File: config.mk
export PLATFORM = sky130hd
export DESIGN_NAME = calc_port_responder
export DESIGN_NICKNAME = d
export VERILOG_FILES = /design/src/rtl/calc_port_responder.sv
export SDC_FILE = /design/constraint.sdc
export NUM_CORES = 1
export LEC_CHECK = 0
export ABC_AREA = 1
export CAP_MARGIN = 25
export CORE_UTILIZATION = 45
export DETAILED_ROUTE_END_ITERATION = 6
export GPL_TIMING_DRIVEN = 0
export PLACE_DENSITY = 0.67
export RECOVER_POWER = 50
export SYNTH_ARGS = -nofsm -noshare
export SYNTH_HDL_FRONTEND = slang
export SYNTH_SLANG_ARGS = --single-unit
File: constraint.sdc
create_clock -name c_clk -period 4.1 [get_ports c_clk]
set_input_delay 0.82 -clock c_clk [delete_from_list [all_inputs] [get_ports c_clk]]
set_output_delay 0.82 -clock c_clk [all_outputs]
set_load 0.02 [all_outputs]
File: src/rtl/calc_port_responder.sv
// calc1 single-port responder: add/sub/shift with a one-entry pending slot.
// Optional shifter enabled by defining CALC_RESP_SHIFT_EN.
module calc_port_responder #(
  parameter int LATENCY = 2
) (
  input  logic        c_clk,
  input  logic        reset,
  input  logic [0:3]  req_cmd_in,
  input  logic [0:31] req_data_in,
  output logic [0:1]  out_resp,
  output logic [0:31] out_data,
  output logic        busy
);

  typedef enum logic [1:0] {
    IDLE, OPND2, EXEC, RESP
  } state_t;

  localparam logic [3:0] CNT_LOAD = 4'(LATENCY - 1);

  state_t      state_q;
  logic [3:0]  cmd_q;
  logic [31:0] op1_q;
  logic [3:0]  cnt_q;
  logic [33:0] res_q;
  logic [1:0]  resp_q;
  logic [31:0] data_q;

  logic        pend_v_q;
  logic        pend_ph_q;
  logic [3:0]  pend_cmd_q;
  logic [31:0] pend_op1_q;
  logic [31:0] pend_op2_q;

  logic [31:0] pend_op2_d;
  logic [33:0] res_d;

  // Packs {resp, data}; data is forced to 0 unless resp is success.
  function automatic logic [33:0] calc(
    input logic [3:0]  cmd,
    input logic [31:0] a,
    input logic [31:0] b
  );
    logic [32:0] sum;
    logic [1:0]  r;
    logic [31:0] d;
    sum = {1'b0, a} + {1'b0, b};
    r = 2'd2;
    d = '0;
    unique case (1'b1)
      (cmd == 4'd1): begin
        if (!sum[32]) begin
          r = 2'd1;
          d = sum[31:0];
        end
      end
      (cmd == 4'd2): begin
        if (b <= a) begin
          r = 2'd1;
          d = a - b;
        end
      end
`ifdef CALC_RESP_SHIFT_EN
      (cmd == 4'd5): begin
        r = 2'd1;
        d = a << b[4:0];
      end
      (cmd == 4'd6): begin
        r = 2'd1;
        d = a >> b[4:0];
      end
`endif
      default: ;
    endcase
    return {r, d};
  endfunction

  // Pending op2 may still be on the bus when RESP promotes the slot.
  always_comb begin
    pend_op2_d = pend_ph_q ? req_data_in : pend_op2_q;
    res_d = '0;
    if (state_q == OPND2) begin
      res_d = calc(cmd_q, op1_q, req_data_in);
    end else begin
      res_d = calc(pend_cmd_q, pend_op1_q, pend_op2_d);
    end
  end

  always_ff @(posedge c_clk) begin
    if (!reset) begin
      state_q    <= IDLE;
      cmd_q      <= '0;
      op1_q      <= '0;
      cnt_q      <= '0;
      res_q      <= '0;
      resp_q     <= '0;
      data_q     <= '0;
      pend_v_q   <= 1'b0;
      pend_ph_q  <= 1'b0;
      pend_cmd_q <= '0;
      pend_op1_q <= '0;
      pend_op2_q <= '0;
    end else begin
      unique case (state_q)
        IDLE: begin
          if (req_cmd_in != '0) begin
            cmd_q   <= req_cmd_in;
            op1_q   <= req_data_in;
            state_q <= OPND2;
          end
        end
        OPND2: begin
          res_q   <= res_d;
          cnt_q   <= CNT_LOAD;
          state_q <= EXEC;
        end
        EXEC: begin
          if (cnt_q == 4'd0) begin
            state_q <= RESP;
            resp_q  <= res_q[33:32];
            data_q  <= res_q[31:0];
          end else begin
            cnt_q <= cnt_q - 4'd1;
          end
          if (pend_ph_q) begin
            pend_op2_q <= req_data_in;
            pend_ph_q  <= 1'b0;
          end else if (!pend_v_q && req_cmd_in != '0) begin
            pend_v_q   <= 1'b1;
            pend_ph_q  <= 1'b1;
            pend_cmd_q <= req_cmd_in;
            pend_op1_q <= req_data_in;
          end
        end
        RESP: begin
          resp_q <= '0;
          data_q <= '0;
          if (pend_v_q) begin
            res_q     <= res_d;
            cnt_q     <= CNT_LOAD;
            state_q   <= EXEC;
            pend_v_q  <= 1'b0;
            pend_ph_q <= 1'b0;
          end else if (req_cmd_in != '0) begin
            cmd_q   <= req_cmd_in;
            op1_q   <= req_data_in;
            state_q <= OPND2;
          end else begin
            state_q <= IDLE;
          end
        end
        default: state_q <= IDLE;
      endcase
    end
  end

  assign out_resp = resp_q;
  assign out_data = data_q;
  assign busy     = (state_q != IDLE) || pend_v_q;

endmodule

[After elaboration in Yosys (flattened, before gate mapping)]
Index checks and enable logic that the tools add are counted.
Storage, ports and cells
  output and inout bits: 35
  input bits: 38
  flip-flop bits (word level): 180
  logic and storage cells: 94
Operators by class
  $lt $le $gt $ge: 2
  multiplexer cells: 41
  equal/unequal tests: 14
  reductions and logical operators: 19
  add/subtract/negate cells: 5
  bitwise operators: 1
Operators by type and width (number)
  $mux 32: 8
  $pmux 32 s2: 4
  $mux 34: 2
  $pmux 34 s2: 1
  $add 32x32->33: 2
  $le 32x32->1: 2
  $sub 32x32->32: 2
  $mux 2: 8
  $mux 4: 4
  $ne 2x2->1 const B: 7
  $pmux 2 s2: 3
  $pmux 4 s3: 1
  $reduce_and 2->1: 5
  $reduce_and 3->1: 3
  $eq 4x1->1 const B: 2
  $eq 4x2->1 const B: 2
  $pmux 2 s4: 1
  $pmux 4 s2: 1
  $reduce_bool 2->1: 4
  $mux 1: 6
  $eq 2x2->1 const B: 2
  $logic_not 4->1: 1
  $pmux 1 s2: 2
  $reduce_bool 4->1: 1
  8 further kinds: 8

[Depth between registers and ports, before layout]
  depth after elaboration: 7
  depth in mapped cells: 24
  mapped depth without buffers: 22

[Worst setup path before layout]
Ideal clock, no wire load.
  kind: input to register
  start: in req_data_in[31] in the netlist's numbering
  end: reg res_q[22]
  setup slack: 1130 ps
  arrival time: 2861 ps
  stages on the path: 23
  path buffers: 2
  setup time: 109 ps
  data required time: 3991 ps
  cells stage by stage: nand2_1 o21ai_0 ha_1 inv_1 fa_1 inv_1 nand2_1 nand3_1 nand3b_4 nand2_2 nand2_1 nand2_2 nand2_2 nand2_2 nor2_4 buf_6 buf_12 nand2_2 nand2_1 nand2_1 nand3_1 nand2_1 inv_1
Between the ends
  word-level cells in the longest chain between the ends: 7
  elaborated cells on any way between the ends: 16
  those cells by class: 4 x add/sub; 2 x order compare; 10 x mux
Ends and longest elaborated chain
  from (decl): RTL line 9  | input logic [0:31] req_data_in,
  $mux 32 *
  named net pend_op2_d[0]: RTL line 35  | logic [31:0] pend_op2_d;
  $sub 32x32->32, or another cell as far along: RTL line 60  | d = a - b;
  $mux 32, on equally long branches: RTL line 58, 52
  $pmux 32 s2 *: RTL line 50  | unique case (1'b1)
  $mux 34 *: RTL line 82  | if (state_q == OPND2) begin
  $mux 34: RTL line 138  | if (pend_v_q) begin
  $pmux 34 s2 *: RTL line 104  | unique case (state_q)
  to (signal assigned): RTL line 113  | res_q <= res_d;
  to (signal assigned): RTL line 139  | res_q <= res_d;
  to (decl): RTL line 25  | logic [33:0] res_q;
The timed path passes the listed nets; every way through them passes the cells marked *. The select of a mux whose other input is x is not followed.
A chain may end at the register's enable or synchronous reset.

[Worst setup path in the final report]
  start: in req_data_in[24] in the netlist's numbering
  end: reg res_q[8]
Between the ends
  word-level cells in the longest chain between the ends: 7
  elaborated cells on any way between the ends: 16
  those cells by class: 4 x add/sub; 2 x order compare; 10 x mux
Ends and longest elaborated chain (RTL line)
  $mux 32
  $sub 32x32->32, or another cell as far along: 60
  $mux 32, on equally long branches: 58, 52
  $pmux 32 s2: 50
  $mux 34 *: 82
  $mux 34: 138
  $pmux 34 s2 *: 104
Every way passes the cells marked *; elsewhere a longest branch is shown, timed or not. The select of a mux whose other input is x is not followed.

==> impl_results.md <==
* Outcome: complete, but fails checks
* Failing checks: design-rule violations
* Post-synth EDFFs at 0
* Maximum resistive drop on vdd at 0.342 mV
* Skew final at 0.0136 ns
* Clk root buf: clkbuf_16
* Number of remaining DRC errors at 3
* RSZ-0062 raised after global routing: no
* Core area at 38,800 µm²
* Filler cell count at 4,214
* Fmax at 251 MHz
* Switching power at 4.61 mW
* Power density cells at 452 nW/µm²
* Sequential power share at 24.0%
* Critical Path Source Type: input port
* Synth Area in Compound Gates at 13.5%
* Yosys top cell by area: nand2_1
* Max Cap Viol at 0
* Grt ovf at 0
* FFs w/ async S/R, synth at 0%
* Critical path's most frequent cell: nand2_1
* Post-CTS setup buffers at 0
* CP Capture Type: flop
* Largest family of logic cells by synthesized area: simple AND/OR/NAND/NOR gates
* Synth area leaders: nand2_1 21%, dfxtp_1 20%, inv_1 12%
* Mux contribution to synthesized area at 0%
* Syn_nets at 3,359
* Worst-margin pin slew at 0.994 ns
* First-pass GRT wire length at 106,000 µm
* Synth Area in Simple Gates at 38.1%
* Final HPWL from detailed placement at 59,500 µm
* Largest net degree at the start of global routing at 17
* Chip Height at 201 µm
* Core Util, Final at 50.9%
* Power share of the combinational group at 57.6%
* Area of the mapped netlist at 17,800 µm²
* GP Congestion at 1.01
* Slew margin rel. at 33.7%
* CTS tree: yes
* CP Data Arrival Time at 4.35 ns
* Die width at 201 µm
* Crit-path cells: clkdlybuf4s50_1 > inv_1 > nand2_1 > o21ai_0 > ha_2 > nor2_1 > nand2_1 > nand3b_4 > nand2_2 > nand2_1 > nand2_2 > nand2_2 > nand2_2 > nor2_4 > buf_2 > nand2_1 > o21ai_0 > nand2_1 > nand3_1 > nand2_1 > inv_1
* Synth cell types at 44
* Vias in the first global route at 18,973
* DRT iter0 DRCs at 1,693
* Prevailing post-synth register cell: dfxtp_1
* Clock buffer depth at 2
* Average footprint of a synthesized cell at 5.60 µm²
* Largest stage delay, worst path at 0.47 ns
* DRT Pass-1 Iters at 7
* Final hold vios at 0
* I/O Buffers at 71
* Vias post-DR at 20,011
* Post-route ant nets at 0
* Internal power at 4.31 mW
* IO Count at 73
* GRT Total Usage at 34.7%
* Clock share of power at 18.4%
* Seq/Total Area, Yosys at 20.2%
* Initial Util at 45.9%
* Clock Sinks at 180
* Inserted Clock Buffers at 17
* Sw frac at 51.7%
* Post-synthesis adder-cell area fraction at 9.64%
* Syn Inst Count at 3,186
* Number of setup violations in the final report at 0
* Routed length per instance at 18.5 µm
* Yosys reg bits at 180
* Final Net Count at 3,449
* Clk_lat worst skew at 0.47 ns
* Final worst path period share at 97.3%
* Critical Path RT at 4.47 ns
* Proportion of layout cells with a drive suffix above 1 at 5.29%
* Hold_ws at 0.465 ns
* Hold crit path type: flop to flop
* P&R area growth vs syn at 10.9%
* Initial antenna violation count at 0
* Drt total wl at 70,500 µm
* Die Area at 40,400 µm²
* H-Tree Depth at 4
* Site row count at 72
* Min Clock Period, post-route at 3.99 ns
* Critical path's slowest cell: ha_2
* Critical-path maximum fanout at 10
* Vias per cell at 5.26
* Leak pwr at 11.1 nW
* Yosys top cell area share at 21.3%
* Xor and xnor area share after synthesis at 2.95%
* Max Slew Vio Count at 0
* Antenna diodes at 0
* R2R Setup Slk at 0.19 ns
* Reg clk slew, reported paths at 0.07 ns
* Type of the worst setup path: input port to flop
* Number of warnings issued by yosys at 0
## logic make-up after synthesis
group | after synthesis
and+or+nand+nor | 1638
buffers and inverters | 707
AOI/OAI and AO/OA | 466
DFF | 180
adders and majority gates | 135
xor gates and xnor gates | 60
## power by group through the flow
| stage | logic (mW) | registers (mW) | clock network (mW) |
|---|---|---|---|
| after floorplan | 3.52 | 2.14 | 0 |
| after global placement | 4.95 | 2.17 | 0 |
| after detailed placement | 5.02 | 2.18 | 0 |
| after CTS | 5.04 | 2.14 | 1.66 |
| after global routing | 5.70 | 2.17 | 1.72 |
| final | 5.14 | 2.14 | 1.64 |
## placed cells by master (no fill, tap or decap), types with 5 or more instances in the layout
cell type,n
a21oi_1,227
a21oi_2,7
and2_1,7
buf_2,31
buf_4,7
buf_6,6
clkbuf_1,60
clkbuf_16,17
clkbuf_2,6
clkdlybuf4s50_1,38
dfxtp_1,180
dlygate4sd3_1,32
ha_1,127
inv_1,561
inv_2,29
inv_6,5
nand2_1,1014
nand2_2,16
nand3_1,230
nand3_2,6
nand4_1,32
nor2_1,283
nor2_2,13
nor3_1,17
o21ai_0,170
o21ai_1,42
o21bai_1,7
o22ai_1,5
xor2_1,57
## Yosys cell counts, types with 3 or more instances
library cell,count
nor3_1,17
nor2_2,11
nand2_2,16
nand2_4,3
nand2_1,1014
xor2_1,57
xnor2_1,3
clkbuf_1,61
o21ai_0,173
a21oi_1,227
nand3_2,6
inv_2,31
o22ai_1,5
nor2_1,285
nand3b_1,3
a21oi_2,7
o21bai_1,7
buf_6,6
inv_1,560
o21ai_1,40
nand4_1,32
nand3_1,230
buf_2,35
buf_1,3
ha_1,131
nor3_2,3
dfxtp_1,180
fa_1,4
nor2_4,4
buf_4,7
nor4_1,3
and2_1,7
## final timing paths
path	startpoint	to	cells after the start
min reg2reg	res_q[33]	res_q[33]	2
max reg2reg	pend_ph_q	res_q[8]	21
max	req_data_in[24]	res_q[8]	21
min	res_q[33]	res_q[33]	2
## area by class of cell
cell class	instances	area (µm²)	area share, %
inverter	594	2230	11.3
tap	518	648	3.28
timing repair buffer	71	713	3.61
clock inverter	12	124	0.626
multi-input combinational	2299	11500	58.0
buffer	113	562	2.84
sequential	180	3600	18.2
clock buffer	18	429	2.17
## sequential cells by signal, indices dropped and copies added, names as in the netlist
signal / count
cmd_q: 4
cnt_q: 4
op1_q: 32
out_data: 32
out_resp: 2
pend_cmd_q: 4
pend_op1_q: 32
pend_op2_q: 32
pend_ph_q: 1
pend_v_q: 1
res_q: 34
state_q: 2
## worst max-delay path, delay by kind of cell
family	cells	cell delay (ns)
simple gates	14	1.67
buf+inv	4	0.96
fa+ha+maj	1	0.47
compound gates	2	0.42
## metrics by stage
step / power (mW) / worst slack [ns] / setup TNS [ns] / std cells / instance area [µm²]
6_report: 8.93 / 0.111 / 0 / 3805 / 19800
5_1_grt: 9.59 / 0.00144 / 0 / 3805 / 19800
4_1_cts: 8.84 / 0.0208 / 0 / 3805 / 19700
3_5_place_dp: 7.20 / -0.476 / -9.98 / 3775 / 19200
3_3_place_gp: 7.12 / -0.455 / -9.07 / 3775 / 19200
2_1_floorplan: 5.66 / 1.13 / 0 / 3186 / 17800
## metal layers
metal / global-route usage [%] / vias up / share of wire [%]
met4: 17.9 / 0 / 5.1
met2: 60.2 / 584 / 48
met1: 42.7 / 9280 / 43
li1: - / 10015 / -
met3: 2.95 / 132 / 4.4
met5: 0 / - / 0
## repair_timing
item / CTS / global route
setup endpoints to repair: 27 / 29
pin swaps: 0 / 1
hold buffers: 0 / 0
gates resized for setup: 3 / 25
(Power assumes the default switching activity.)
